===== config.mk =====
export PLATFORM = sky130hd
export DESIGN_NAME = instr_encoder_loader
export DESIGN_NICKNAME = d
export VERILOG_FILES = /design/src/rtl/instr_enc_pkg.sv /design/src/rtl/instr_field_pack.sv /design/src/rtl/instr_encoder_loader.sv
export SDC_FILE = /design/constraint.sdc
export NUM_CORES = 1
export LEC_CHECK = 0
export BUFFER_PORTS_ARGS = -buffer_cell sky130_fd_sc_hd__buf_2
export CORE_UTILIZATION = 51
export DETAILED_ROUTE_END_ITERATION = 8
export HOLD_SLACK_MARGIN = 0.15
export PLACE_DENSITY = 0.81
export REMOVE_ABC_BUFFERS = 1
export SYNTH_ARGS = -nofsm -noshare
export SYNTH_HDL_FRONTEND = slang
export SYNTH_SLANG_ARGS = --single-unit

===== constraint.sdc =====
create_clock -name clk -period 2.4 [get_ports clk]
set_input_delay 0.6 -clock clk [delete_from_list [all_inputs] [get_ports clk]]
set_output_delay 0.6 -clock clk [all_outputs]
set_load 0.005 [all_outputs]

===== src/rtl/instr_enc_pkg.sv =====
// Shared definitions for the instruction encoder/loader.
//   kind_e     : descriptor kind carried on in_kind (6 and 7 are illegal)
//   state_e    : loader FSM states
//   OP_*       : RV32I major opcodes for the supported subset
//   F3_*       : fixed funct3 values for kinds that do not take funct3 from the descriptor
//   TERM_INSTR : terminator word (jal x0,0) appended on finish
//   imm_fits   : true when a 21-bit immediate is a sign-extended value of the given width
package instr_enc_pkg;

  typedef enum logic [2:0] {
    K_LW  = 3'd0,
    K_SW  = 3'd1,
    K_R   = 3'd2,
    K_BEQ = 3'd3,
    K_I   = 3'd4,
    K_JAL = 3'd5
  } kind_e;

  typedef enum logic [1:0] {
    S_LOAD,
    S_TERM,
    S_DONE
  } state_e;

  localparam logic [6:0] OP_LW  = 7'b0000011;
  localparam logic [6:0] OP_SW  = 7'b0100011;
  localparam logic [6:0] OP_R   = 7'b0110011;
  localparam logic [6:0] OP_BEQ = 7'b1100011;
  localparam logic [6:0] OP_I   = 7'b0010011;
  localparam logic [6:0] OP_JAL = 7'b1101111;

  localparam logic [2:0] F3_LW  = 3'b010;
  localparam logic [2:0] F3_SW  = 3'b010;
  localparam logic [2:0] F3_BEQ = 3'b000;

  localparam logic [31:0] TERM_INSTR = 32'h0000_006F;

  // All bits from the sign position upward must agree for the value to fit.
  function automatic logic imm_fits(input logic [20:0] imm, input int unsigned bits);
    logic ok;
    ok = 1'b1;
    for (int unsigned i = bits; i < 21; i++) begin
      if (imm[i] != imm[bits-1]) ok = 1'b0;
    end
    return ok;
  endfunction

endpackage


===== src/rtl/instr_field_pack.sv =====
// Combinational field packer: turns one instruction descriptor into a 32-bit
// RV32I word and flags descriptors that must not be written.
//   in_kind/in_rd/in_rs1/in_rs2/in_funct3/in_funct7b5/in_imm : descriptor fields
//   word    : encoded instruction
//   illegal : unknown kind, misaligned BEQ/JAL offset, or (with
//             ENC_IMM_RANGE_CHECK_EN defined) an immediate out of range for its kind
// Build option: `define ENC_IMM_RANGE_CHECK_EN to reject out-of-range immediates
// instead of truncating them.
module instr_field_pack (
  input  logic [2:0]  in_kind,
  input  logic [4:0]  in_rd,
  input  logic [4:0]  in_rs1,
  input  logic [4:0]  in_rs2,
  input  logic [2:0]  in_funct3,
  input  logic        in_funct7b5,
  input  logic [20:0] in_imm,
  output logic [31:0] word,
  output logic        illegal
);
  import instr_enc_pkg::*;

  logic range_bad;

`ifdef ENC_IMM_RANGE_CHECK_EN
  always_comb begin
    range_bad = 1'b0;
    case (in_kind)
      K_LW, K_SW, K_I: range_bad = !imm_fits(in_imm, 12);
      K_BEQ:           range_bad = !imm_fits(in_imm, 13);
      default:         range_bad = 1'b0;  // JAL spans the full 21-bit field
    endcase
  end
`else
  assign range_bad = 1'b0;
`endif

  always_comb begin
    word    = '0;
    illegal = 1'b0;
    case (in_kind)
      K_LW:  word = {in_imm[11:0], in_rs1, F3_LW, in_rd, OP_LW};
      K_SW:  word = {in_imm[11:5], in_rs2, in_rs1, F3_SW, in_imm[4:0], OP_SW};
      K_R:   word = {1'b0, in_funct7b5, 5'b00000, in_rs2, in_rs1, in_funct3, in_rd, OP_R};
      K_BEQ: begin
        word    = {in_imm[12], in_imm[10:5], in_rs2, in_rs1, F3_BEQ,
                   in_imm[4:1], in_imm[11], OP_BEQ};
        illegal = in_imm[0];
      end
      K_I:   word = {in_imm[11:0], in_rs1, in_funct3, in_rd, OP_I};
      K_JAL: begin
        word    = {in_imm[20], in_imm[10:1], in_imm[11], in_imm[19:12], in_rd, OP_JAL};
        illegal = in_imm[0];
      end
      default: illegal = 1'b1;
    endcase
    if (range_bad) illegal = 1'b1;
  end

endmodule


===== src/rtl/instr_encoder_loader.sv =====
// Boot/test-path loader: accepts instruction descriptors over valid/ready,
// encodes them to RV32I words and writes them sequentially into imem. A finish
// pulse appends the terminator (jal x0,0); clear rewinds for a fresh load.
//   clk, reset              : clock, synchronous active-high reset
//   in_valid/in_ready       : descriptor handshake
//   in_kind..in_imm         : descriptor fields
//   finish, clear           : single-cycle control pulses
//   imem_we/addr/wdata      : registered imem write port (one-cycle latency)
//   count, full, done, err  : load status
// Build option: `define ENC_IMM_RANGE_CHECK_EN enables immediate range rejects.
module instr_encoder_loader #(
  parameter int ADDR_W    = 6,
  parameter int BASE_ADDR = 0
) (
  input  logic              clk,
  input  logic              reset,
  input  logic              in_valid,
  output logic              in_ready,
  input  logic [2:0]        in_kind,
  input  logic [4:0]        in_rd,
  input  logic [4:0]        in_rs1,
  input  logic [4:0]        in_rs2,
  input  logic [2:0]        in_funct3,
  input  logic              in_funct7b5,
  input  logic [20:0]       in_imm,
  input  logic              finish,
  input  logic              clear,
  output logic              imem_we,
  output logic [ADDR_W-1:0] imem_addr,
  output logic [31:0]       imem_wdata,
  output logic [ADDR_W:0]   count,
  output logic              full,
  output logic              done,
  output logic              err
);
  import instr_enc_pkg::*;

  localparam logic [ADDR_W-1:0] BASE  = ADDR_W'(BASE_ADDR);
  localparam logic [ADDR_W:0]   DEPTH = {1'b1, {ADDR_W{1'b0}}};

  state_e            state;
  logic [ADDR_W-1:0] ptr;
  logic [31:0]       enc_word;
  logic              enc_illegal;
  logic              accept;

  instr_field_pack u_pack (
    .in_kind     (in_kind),
    .in_rd       (in_rd),
    .in_rs1      (in_rs1),
    .in_rs2      (in_rs2),
    .in_funct3   (in_funct3),
    .in_funct7b5 (in_funct7b5),
    .in_imm      (in_imm),
    .word        (enc_word),
    .illegal     (enc_illegal)
  );

  assign full     = (count == DEPTH);
  assign in_ready = (state == S_LOAD) && !full;
  assign accept   = in_valid && in_ready;

  // Pointer and count advance on the accept edge, so the write cycle already
  // shows the updated count; this keeps full exact under back-to-back accepts.
  always_ff @(posedge clk) begin
    if (reset) begin
      state      <= S_LOAD;
      ptr        <= BASE;
      imem_we    <= 1'b0;
      imem_addr  <= BASE;
      imem_wdata <= '0;
      count      <= '0;
      done       <= 1'b0;
      err        <= 1'b0;
    end else if (clear) begin
      state     <= S_LOAD;
      ptr       <= BASE;
      imem_we   <= 1'b0;
      imem_addr <= BASE;
      count     <= '0;
      done      <= 1'b0;
      err       <= 1'b0;
    end else begin
      imem_we <= 1'b0;
      case (state)
        S_LOAD: begin
          if (accept) begin
            if (enc_illegal) begin
              err <= 1'b1;
            end else begin
              imem_we    <= 1'b1;
              imem_addr  <= ptr;
              imem_wdata <= enc_word;
              ptr        <= ptr + 1'b1;
              count      <= count + 1'b1;
            end
          end
          if (finish) state <= S_TERM;
        end
        S_TERM: begin
          // full here already reflects an accept taken alongside finish.
          if (!full) begin
            imem_we    <= 1'b1;
            imem_addr  <= ptr;
            imem_wdata <= TERM_INSTR;
            ptr        <= ptr + 1'b1;
            count      <= count + 1'b1;
          end else begin
            err <= 1'b1;
          end
          done  <= 1'b1;
          state <= S_DONE;
        end
        S_DONE: ;
        default: state <= S_LOAD;
      endcase
    end
  end

endmodule


==> flow_summary.toml <==
[status]
status = "completed"

[route]
drtPass1Iterations = 5
totalWireLength_mm = 7.20
vias_per_cell = 5.53
drtAntennaViolNets = 0
drt_first_iter_violations = 207
drc = 0
vias = 2778
wl_per_cell_um = 14.3

[timing]
clock_skew_ns = 0.0121
hold_slack_ns = 0.461
slew_viol_final = 0
setup_viol = 0
worst_slew_margin_rel_pct = 32.0
period_share_pct = 98.0
hold_violations = 0
timing.fmax_ghz = 0.425
max_slew.worst_pin.slew_ns = 1.02
finalCriticalPeriod_ns = 2.35

[clocking]
cts.sinks = 54
cts_max_path_buffers = 2
tritoncts = "done"
root_buffer = "clkbuf_8"
path_clk_slew_ns = 0.10
clock_latency_ns = 0.31
h-tree-depth = 2
holdBufCountCts = 0
cts_made_buffers = 5

[power_and_ir_drop]
clock_power_share_pct = 33.2
vdd_drop_max_v = 0.000289
p_sw_uw = 491
cellPowerDensity_mw_per_mm2 = 515
p_leak_uw = 0.00170
p_int_uw = 1380
swShare_pct = 26.3
seqPwrFrac_pct = 50.2
power_frac_comb_pct = 16.6

[worst_setup_path]
worst_path_largest_cell_delay_ns = 0.54
critPathKind = "register to primary output"
end_kind = "primary output"
startpoint_type = "register"
cp.required_ns = 1.80
crit_chain = "or4b_4 > or2_4 > inv_8 > nor3_1 > buf_2"
crit_fanout = 4
crit_path_top_delay_cell = "or4b_4"
cp.arrival_ns = 1.75

[synth]
synth_edf_count = 0
synth_ff_type = "dfxtp_1"
synth_seq_cells = 54
syn_inst = 334
yosysTopAreaCellShare_pct = 36.9
synth.distinct_cells = 54
synth.yosys.warnings = 0
synth_area_leaders = "dfxtp_1 37%, mux2i_1 13%, nand2b_1 7.0%"
yosysSeqAreaShare_pct = 36.9
async_flop_share_pct = 0
netlist_area_mm2 = 0.00293
synth.largest_area_cell = "dfxtp_1"
synth_area_per_cell_um2 = 8.78

[die]
fp.dieW_um = 77.8
rows = 27
die_h_um = 77.8
core-area_mm2 = 0.00554
die-area_mm2 = 0.00606
start_util_pct = 52.9
ios = 98

[min_path]
min_path_type = "register to register"

[finish]
nNetsFinal = 480
areaGrowthSynthToFinish_pct = 23.7
antennaDiodeCount = 0
fin_area_mm2 = 0.00363
drive_gt1_share_pct = 33.0

[job]
maxCapViolations = 0

[global_route]
grt_max_degree = 31
grtUsageTotal_pct = 24.5
grt_first_pass_wirelength_mm = 12.0
antenna_found_initial = 0
first_global_vias = 2610
grt_overflow = 0

[place]
io_buffer_count = 97
placed_area_mm2 = 0.00344
dpl.hpwl_mm = 5.08
routabilityCongestion = 0.897
-- critical path, delay by kind of cell, from the launching register on --
kind / cells / cell delay [ns]
buffers and inverters: 2 / 0.20
flip-flops: 1 / 0.37
AND/OR/NAND/NOR: 3 / 0.87
-- path summary, 6_finish.rpt --
path	start	to	slack (ns)	depth (start not counted)
setup / recovery	count[2]$_SDFFE_PP0P_	in_ready	0.05	5
hold / removal	imem_wdata[1]$_SDFFE_PP0P_	imem_wdata[1]$_SDFFE_PP0P_	0.46	2
setup reg to reg	count[0]$_SDFFE_PP0P_	ptr[4]$_SDFFE_PP0P_	0.34	9
hold reg to reg	imem_wdata[1]$_SDFFE_PP0P_	imem_wdata[1]$_SDFFE_PP0P_	0.46	2
-- cell usage in the layout, fill, tap and decap left out, types with 2 or more instances in the layout --
| cell | count |
|---|---|
| or2_2 | 2 |
| clkbuf_8 | 5 |
| inv_1 | 7 |
| a31oi_1 | 2 |
| a21oi_1 | 16 |
| nand2_1 | 36 |
| dfxtp_1 | 51 |
| mux2i_1 | 38 |
| nor4b_1 | 2 |
| buf_2 | 97 |
| o211ai_1 | 4 |
| nand2b_1 | 33 |
| or4_1 | 3 |
| nor2b_1 | 5 |
| nor2_1 | 16 |
| ha_1 | 3 |
| nand4_1 | 3 |
| o2bb2ai_1 | 6 |
| o21ai_0 | 12 |
| a32o_1 | 5 |
| a21boi_0 | 5 |
| o21ba_2 | 3 |
| buf_4 | 18 |
| nand3b_1 | 2 |
| o31ai_1 | 5 |
| or3_1 | 5 |
| dfxtp_2 | 2 |
| a311oi_1 | 3 |
| nand3_1 | 12 |
-- final cells by class --
| type | instances | area (um2) |
|---|---|---|
| Clock buffer | 6 | 72.6 |
| Clock inverter | 2 | 37.5 |
| Timing Repair Buffer | 116 | 641 |
| Fill cell | 491 | 1910 |
| Tap cell | 72 | 90.1 |
| Sequential cell | 54 | 1090 |
| Multi-Input combinational cell | 244 | 1660 |
| Inverter | 8 | 37.5 |
-- what timing repair did --
| action | in CTS | in global routing |
|---|---|---|
| setup endpoints to repair | 2 | 2 |
| gates resized for setup | 2 | 5 |
| setup buffers | 0 | 8 |
| pin swaps | 0 | 1 |
| gates cloned | 0 | 0 |
-- routing by layer --
layer,global-route usage [%],vias up,routed length (um)
met5,0,-,0
met2,40.6,103,3420
li1,-,1374,-
met1,32.0,1289,3200
met3,5.29,12,482
met4,6.60,0,95
-- through the flow --
stage	util [%]	cells	setup TNS (ns)	total power, uW	setup slack (ns)
detailed placement	62.2	486	0	1270	0.0857
floorplan	-	306	0	1120	0.281
global route	65.5	502	-0.0123	1950	-0.0123
finish	65.5	502	0	1870	0.0488
global placement	62.2	486	0	1260	0.112
CTS	64.2	494	0	1880	0.000455
-- synth_stat cells, drive strengths merged (7+ instances only) --
library cell / n
buf: 15
dfxtp: 54
nand3: 12
a21oi: 17
o21ai: 12
nor2: 17
inv: 7
nand2: 37
nand2b: 33
clkbuf: 13
mux2i: 38
-- power groups by stage --
stage / logic [uW] / clock network, uW / registers (uW)
6_report: 311 / 620 / 938
5_1_grt: 343 / 662 / 942
4_1_cts: 310 / 626 / 939
3_5_place_dp: 309 / 0 / 960
3_3_place_gp: 302 / 0 / 959
2_1_floorplan: 160 / 0 / 960
-- registers in the layout, indices dropped and copies added (netlist names) --
register,cells
imem_wdata,30
count,7
imem_addr,6
ptr,6
state,2
done,1
err,1
imem_we,1
-- kinds of logic (layout without fill, tap and decap cells) --
group	Yosys count	after routing	synth area share, %
compound gates	74	74	18.3
xor+xnor	1	1	0.299
fa+ha+maj	3	3	1.28
buf+inv	36	132	6.83
flops	54	54	36.9
mux	39	39	13.4
simple gates	127	127	23.1
(Power assumes the default switching activity.)
